**src/rtl/sdhci_rsp_receiver.sv**
```systemverilog
// SD host command-response receiver.
// Arms on start_i, waits for the response start bit on CMD (with timeout), shifts in a 48-bit
// or 136-bit response, checks CRC7 / index / end bit, and pulses done_o.
// Optional R1b busy wait on DAT0 is compiled in with the macro SDHCI_RSP_BUSY_EN.
module sdhci_rsp_receiver #(
   parameter int unsigned TimeoutCycles = 64
) (
   input  logic         sd_clk_i,
   input  logic         sd_rst_i,
   input  logic         start_i,
   input  logic         long_rsp_i,
   input  logic         check_index_i,
   input  logic         check_crc_i,
   input  logic [5:0]   expected_index_i,
   input  logic         busy_i,
   input  logic         sd_cmd_i,
   input  logic         sd_dat0_i,
   output logic         done_o,
   output logic [119:0] response_o,
   output logic [5:0]   index_o,
   output logic         timeout_err_o,
   output logic         crc_err_o,
   output logic         end_bit_err_o,
   output logic         index_err_o,
   output logic         busy_o
);

   localparam int unsigned ToW = $clog2(TimeoutCycles + 1);
   // The start_i edge is the first edge of the timeout window, so the timeout fires after
   // TimeoutCycles-1 idle WAIT_START samples and done_o is seen on the TimeoutCycles-th edge.
   localparam logic [ToW-1:0] ToLast = ToW'(TimeoutCycles - 32'd2);

`ifdef SDHCI_RSP_BUSY_EN
   typedef enum logic [2:0] {StIdle, StWaitStart, StReceive, StBusy, StDone} state_e;
`else
   typedef enum logic [2:0] {StIdle, StWaitStart, StReceive, StDone} state_e;
`endif

   state_e         state_q, state_d;
   logic           long_q, long_d;
   logic           chk_idx_q, chk_idx_d;
   logic           chk_crc_q, chk_crc_d;
   logic [5:0]     exp_idx_q, exp_idx_d;
   logic [ToW-1:0] to_cnt_q, to_cnt_d;
   // Remaining bits to sample after the start bit; the bit position sampled is rem_q-1.
   logic [7:0]     rem_q, rem_d;
   logic [6:0]     crc_q, crc_d;
   // Holds response bits 127..1 with bit 1 at index 0.
   logic [126:0]   sr_q, sr_d;
   logic [119:0]   rsp_q, rsp_d;
   logic [5:0]     idx_q, idx_d;
   logic           to_err_q, to_err_d;
   logic           crc_err_q, crc_err_d;
   logic           eb_err_q, eb_err_d;
   logic           idx_err_q, idx_err_d;
   logic [7:0]     pos;
   logic           crc_take;
   state_e         after_rx;

`ifdef SDHCI_RSP_BUSY_EN
   logic busy_q, busy_d;
`else
   logic unused_busy_in;
   assign unused_busy_in = busy_i ^ sd_dat0_i;
`endif

   // Serial CRC7, polynomial x^7 + x^3 + 1.
   function automatic logic [6:0] crc7_step(input logic [6:0] crc, input logic din);
      logic fb;
      fb = crc[6] ^ din;
      return {crc[5:0], 1'b0} ^ (fb ? 7'h09 : 7'h00);
   endfunction

   assign pos = rem_q - 8'd1;
   // R1: CRC over bits 47..8; R2: the check bits 134..128 are excluded.
   assign crc_take = (pos >= 8'd8) && (!long_q || (pos <= 8'd127));

`ifdef SDHCI_RSP_BUSY_EN
   assign after_rx = busy_q ? StBusy : StDone;
   assign busy_o   = (state_q == StBusy);
`else
   assign after_rx = StDone;
   assign busy_o   = 1'b0;
`endif

   assign done_o        = (state_q == StDone);
   assign response_o    = rsp_q;
   assign index_o       = idx_q;
   assign timeout_err_o = to_err_q;
   assign crc_err_o     = crc_err_q;
   assign end_bit_err_o = eb_err_q;
   assign index_err_o   = idx_err_q;

   // Next-state logic for the receive FSM and its datapath.
   always_comb begin
      state_d   = state_q;
      long_d    = long_q;
      chk_idx_d = chk_idx_q;
      chk_crc_d = chk_crc_q;
      exp_idx_d = exp_idx_q;
      to_cnt_d  = to_cnt_q;
      rem_d     = rem_q;
      crc_d     = crc_q;
      sr_d      = sr_q;
      rsp_d     = rsp_q;
      idx_d     = idx_q;
      to_err_d  = to_err_q;
      crc_err_d = crc_err_q;
      eb_err_d  = eb_err_q;
      idx_err_d = idx_err_q;
`ifdef SDHCI_RSP_BUSY_EN
      busy_d    = busy_q;
`endif
      unique case (state_q)
         StIdle: begin
            if (start_i) begin
               long_d    = long_rsp_i;
               chk_idx_d = check_index_i;
               chk_crc_d = check_crc_i;
               exp_idx_d = expected_index_i;
`ifdef SDHCI_RSP_BUSY_EN
               busy_d    = busy_i;
`endif
               rsp_d     = '0;
               idx_d     = '0;
               to_err_d  = 1'b0;
               crc_err_d = 1'b0;
               eb_err_d  = 1'b0;
               idx_err_d = 1'b0;
               to_cnt_d  = '0;
               state_d   = StWaitStart;
            end
         end
         StWaitStart: begin
            if (!sd_cmd_i) begin
               rem_d   = long_q ? 8'd135 : 8'd47;
               crc_d   = crc7_step(7'd0, 1'b0);
               sr_d    = '0;
               state_d = StReceive;
            end else if (to_cnt_q == ToLast) begin
               to_err_d = 1'b1;
               state_d  = StDone;
            end else if (to_cnt_q != '1) begin
               to_cnt_d = to_cnt_q + ToW'(1);
            end
         end
         StReceive: begin
            rem_d = pos;
            if (pos == 8'd0) begin
               // End bit: latch payload regardless of any error found.
               if (long_q) begin
                  rsp_d     = sr_q[126:7];
                  idx_d     = '0;
                  idx_err_d = 1'b0;
               end else begin
                  rsp_d     = {88'd0, sr_q[38:7]};
                  idx_d     = sr_q[44:39];
                  idx_err_d = chk_idx_q && (sr_q[44:39] != exp_idx_q);
               end
               crc_err_d = chk_crc_q && (crc_q != sr_q[6:0]);
               eb_err_d  = !sd_cmd_i;
               state_d   = after_rx;
            end else begin
               sr_d = {sr_q[125:0], sd_cmd_i};
               if (crc_take) begin
                  crc_d = crc7_step(crc_q, sd_cmd_i);
               end
            end
         end
`ifdef SDHCI_RSP_BUSY_EN
         StBusy: begin
            if (sd_dat0_i) begin
               state_d = StDone;
            end
         end
`endif
         StDone: begin
            state_d = StIdle;
         end
         default: begin
            state_d = StIdle;
         end
      endcase
   end

   // State and datapath registers with synchronous reset.
   always_ff @(posedge sd_clk_i) begin
      if (sd_rst_i) begin
         state_q   <= StIdle;
         long_q    <= 1'b0;
         chk_idx_q <= 1'b0;
         chk_crc_q <= 1'b0;
         exp_idx_q <= '0;
         to_cnt_q  <= '0;
         rem_q     <= '0;
         crc_q     <= '0;
         sr_q      <= '0;
         rsp_q     <= '0;
         idx_q     <= '0;
         to_err_q  <= 1'b0;
         crc_err_q <= 1'b0;
         eb_err_q  <= 1'b0;
         idx_err_q <= 1'b0;
`ifdef SDHCI_RSP_BUSY_EN
         busy_q    <= 1'b0;
`endif
      end else begin
         state_q   <= state_d;
         long_q    <= long_d;
         chk_idx_q <= chk_idx_d;
         chk_crc_q <= chk_crc_d;
         exp_idx_q <= exp_idx_d;
         to_cnt_q  <= to_cnt_d;
         rem_q     <= rem_d;
         crc_q     <= crc_d;
         sr_q      <= sr_d;
         rsp_q     <= rsp_d;
         idx_q     <= idx_d;
         to_err_q  <= to_err_d;
         crc_err_q <= crc_err_d;
         eb_err_q  <= eb_err_d;
         idx_err_q <= idx_err_d;
`ifdef SDHCI_RSP_BUSY_EN
         busy_q    <= busy_d;
`endif
      end
   end

endmodule

```
**config.mk**
```make
export PLATFORM = sky130hd
export DESIGN_NAME = sdhci_rsp_receiver
export DESIGN_NICKNAME = d
export VERILOG_FILES = /design/src/rtl/sdhci_rsp_receiver.sv
export SDC_FILE = /design/constraint.sdc
export NUM_CORES = 1
export LEC_CHECK = 0
export CORE_ASPECT_RATIO = 0.9
export CORE_MARGIN = 3
export CORE_UTILIZATION = 45
export CTS_CLUSTER_DIAMETER = 50
export DETAILED_ROUTE_END_ITERATION = 12
export PLACE_DENSITY = 0.79
export SLEW_MARGIN = 40
export SYNTH_ARGS = -nofsm -noshare
export SYNTH_HDL_FRONTEND = slang
export SYNTH_SLANG_ARGS = --single-unit
```
**constraint.sdc**
```tcl
create_clock -name sd_clk_i -period 3.8 [get_ports sd_clk_i]
set_input_delay 0.76 -clock sd_clk_i [delete_from_list [all_inputs] [get_ports sd_clk_i]]
set_output_delay 0.76 -clock sd_clk_i [all_outputs]
set_load 0.02 [all_outputs]
```
==> results.txt <==
fin crit period - 3.36 ns
most frequent cells in the layout - dfxtp_1, nand2_1, clkdlybuf4s50_1
unrepaired setup endpoints after global routing - no
Crit Path Category - register to register
max incr delay on CP - 0.54 ns
input/output buffers - 143
Total Power - 8.29 mW
Ant. Diodes - 0
global-route wire length before repair - 41.0 mm
drt total wl - 24.8 mm
crit path capture type - register
antenna violations before repair - 0
Bufs and invs on worst path - 2
cts bufs inserted - 34
Placed Area - 0.0121 mm²
synthesis-stage register bit count - 290
Die ar. - 0.0253 mm²
routed vias/inst - 5.65
post-synthesis cell count - 1,102
first drt pass iteration count - 6
Worst EP required - 4.16 ns
Final period util - 88.5%
Max Buffers Root-to-Sink - 3
Avg WL per Cell - 16.4 µm
Max IR drop VDD - 0.469 mV
post-cts resize count - 0
Top Ports - 147
Total GRT Usage - 19.1%
GPL Wtd Cong - 0.839
# hold bufs at CTS - 0
Clock Pin Slew Worst Setup and Hold Paths - 0.05 ns
CTS tree - done
Largest delay share family, worst path - compound AO/OA/AOI/OAI gates
final slew viol count - 0
FP Rows - 52
Clock Latency Late Sink - 0.50 ns
asr flop ratio synth - 0%
syn avg cell area - 9.58 µm²
Sink Count - 290
root buffer cell - clkbuf_16
Syn Nets - 1,127
Max Freq - 297 MHz
Rel. slew slack - 44.3%
TNS Setup - 0 ns
global route overflow - 0
drt initial violations - 745
Post-synth EDFFs - 0
yosys synthesis warning count - 0
Min Hold Slack - 0.457 ns
most common flop cell mapped by yosys - dfxtp_1
Post-Syn Area - 0.0106 mm²
status - finished clean
Netlist cell types - 59
Placeable Area - 0.0228 mm²
max cap viols - 0
leakage - 4.61 nW
Final setup viols - 0
# DRC - 0
vias in the first global route - 8,195
Layout Nets - 1,226
post-route cell area - 0.0132 mm²
CP max-delay cell - o31ai_4
CP Launch Type - register
H-tree depth - 2
Die Span X - 167 µm
initial core utilization - 46.4%
Cell Chain, Critical Path - inv_1 > ha_1 > nor4b_1 > xor2_1 > o31ai_4 > a21oi_4 > o31a_2 > buf_12 > a22o_1
routed vias - 8,572
Clock Skew - 0.0243 ns
most common cell after layout, fill and taps aside - dfxtp_1
Fin. Hold Viols - 0
Post-CTS Setup Repair Bufs - 0
area delta synth->final - 24.6%
CP Max Fanout - 129
worst hold-check path type - register to register
DRT antenna net count - 0
Post-DP HPWL - 14.8 mm
Worst Path Arrival - 3.73 ns
largest net degree at the start of global routing - 130
share of cells above drive strength 1 - 6.97%
Die Span Y - 151 µm
sequential share of the synthesized area - 55.0%
Pwr Density - 630 mW/mm²
Least-Margin Pin Slew - 0.836 ns
## worst paths after layout
path | to | from | cells after the start | slack, ns
hold reg to reg | chk_crc_q | chk_crc_q | 2 | 0.46
hold / removal | chk_crc_q | chk_crc_q | 2 | 0.46
setup reg to reg | response_o[50] | rem_q[0] | 9 | 0.44
setup / recovery | response_o[50] | rem_q[0] | 9 | 0.44
## registers in the layout, indices dropped and copies added (netlist names)
signal / flops
chk_crc_q: 1
state_q: 2
long_q: 1
sr_q: 127
to_cnt_q: 7
index_err_o: 1
end_bit_err_o: 1
response_o: 120
crc_err_o: 1
timeout_err_o: 1
chk_idx_q: 1
crc_q: 7
exp_idx_q: 6
rem_q: 8
index_o: 6
## through the flow
stage / instances / util, % / setup WS (ns)
after floorplan: 1102 / - / 0.968
after global placement: 1462 / 53.0 / 0.730
after detailed placement: 1462 / 53.0 / 0.646
after CTS: 1516 / 57.8 / 0.615
after global routing: 1516 / 57.8 / 0.321
final: 1516 / 57.8 / 0.436
## layer usage
layer / GRT usage [%] / part of all wire, % / vias up
met5: 0 / 0 / -
met1: 26.1 / 46 / 4135
met3: 4.10 / 6.6 / 37
li1: - / - / 4143
met4: 5.36 / 1.6 / 0
met2: 30.7 / 46 / 257
## synthesized netlist by cell type (7+ instances only)
library cell / n / area (µm²)
dfxtp_1: 290 / 5810
buf_2: 32 / 160
a22o_1: 121 / 1060
a32o_1: 14 / 140
nand3_1: 125 / 626
buf_1: 12 / 45.0
clkbuf_1: 36 / 135
xor2_1: 14 / 123
ha_1: 10 / 125
nor2_1: 27 / 101
xnor2_1: 7 / 61.3
nand2_1: 155 / 582
inv_1: 9 / 33.8
buf_6: 12 / 135
a21oi_1: 137 / 686
o21ai_0: 21 / 105
## logic make-up after synthesis
group	share of synthesized area, %
AOI/OAI and AO/OA	21.7
other	0.0355
muxes	0.403
DFF	55.0
buffers and inverters	4.93
and+or+nand+nor	15.1
xor gates and xnor gates	1.74
adders and majority gates	1.18
## cell type report
cell class,count,area (µm²)
Tap cell,297,372
Inverter,10,37.5
Timing Repair Buffer,156,1580
Multi-Input combinational cell,709,4280
Fill cell,1958,9610
Clock buffer,43,936
Sequential cell,290,5810
Clock inverter,11,155
## worst register-to-register path: cells and delay by family, from the launching register on
| family | cells | cell delay, ns |
|---|---|---|
| AOI/OAI and AO/OA | 4 | 1.68 |
| xor gates and xnor gates | 1 | 0.18 |
| adders and majority gates | 1 | 0.24 |
| buffers and inverters | 2 | 0.31 |
| DFF | 1 | 0.37 |
| and+or+nand+nor | 1 | 0.47 |
## power breakdown
group / leakage [nW] / switching, mW / internal (mW)
logic: 1.73 / 1.45 / 0.454
clock network: 0.539 / 1.23 / 1.95
registers: 2.34 / 0.102 / 3.11
Note: power is estimated with default switching activity, not from simulation.
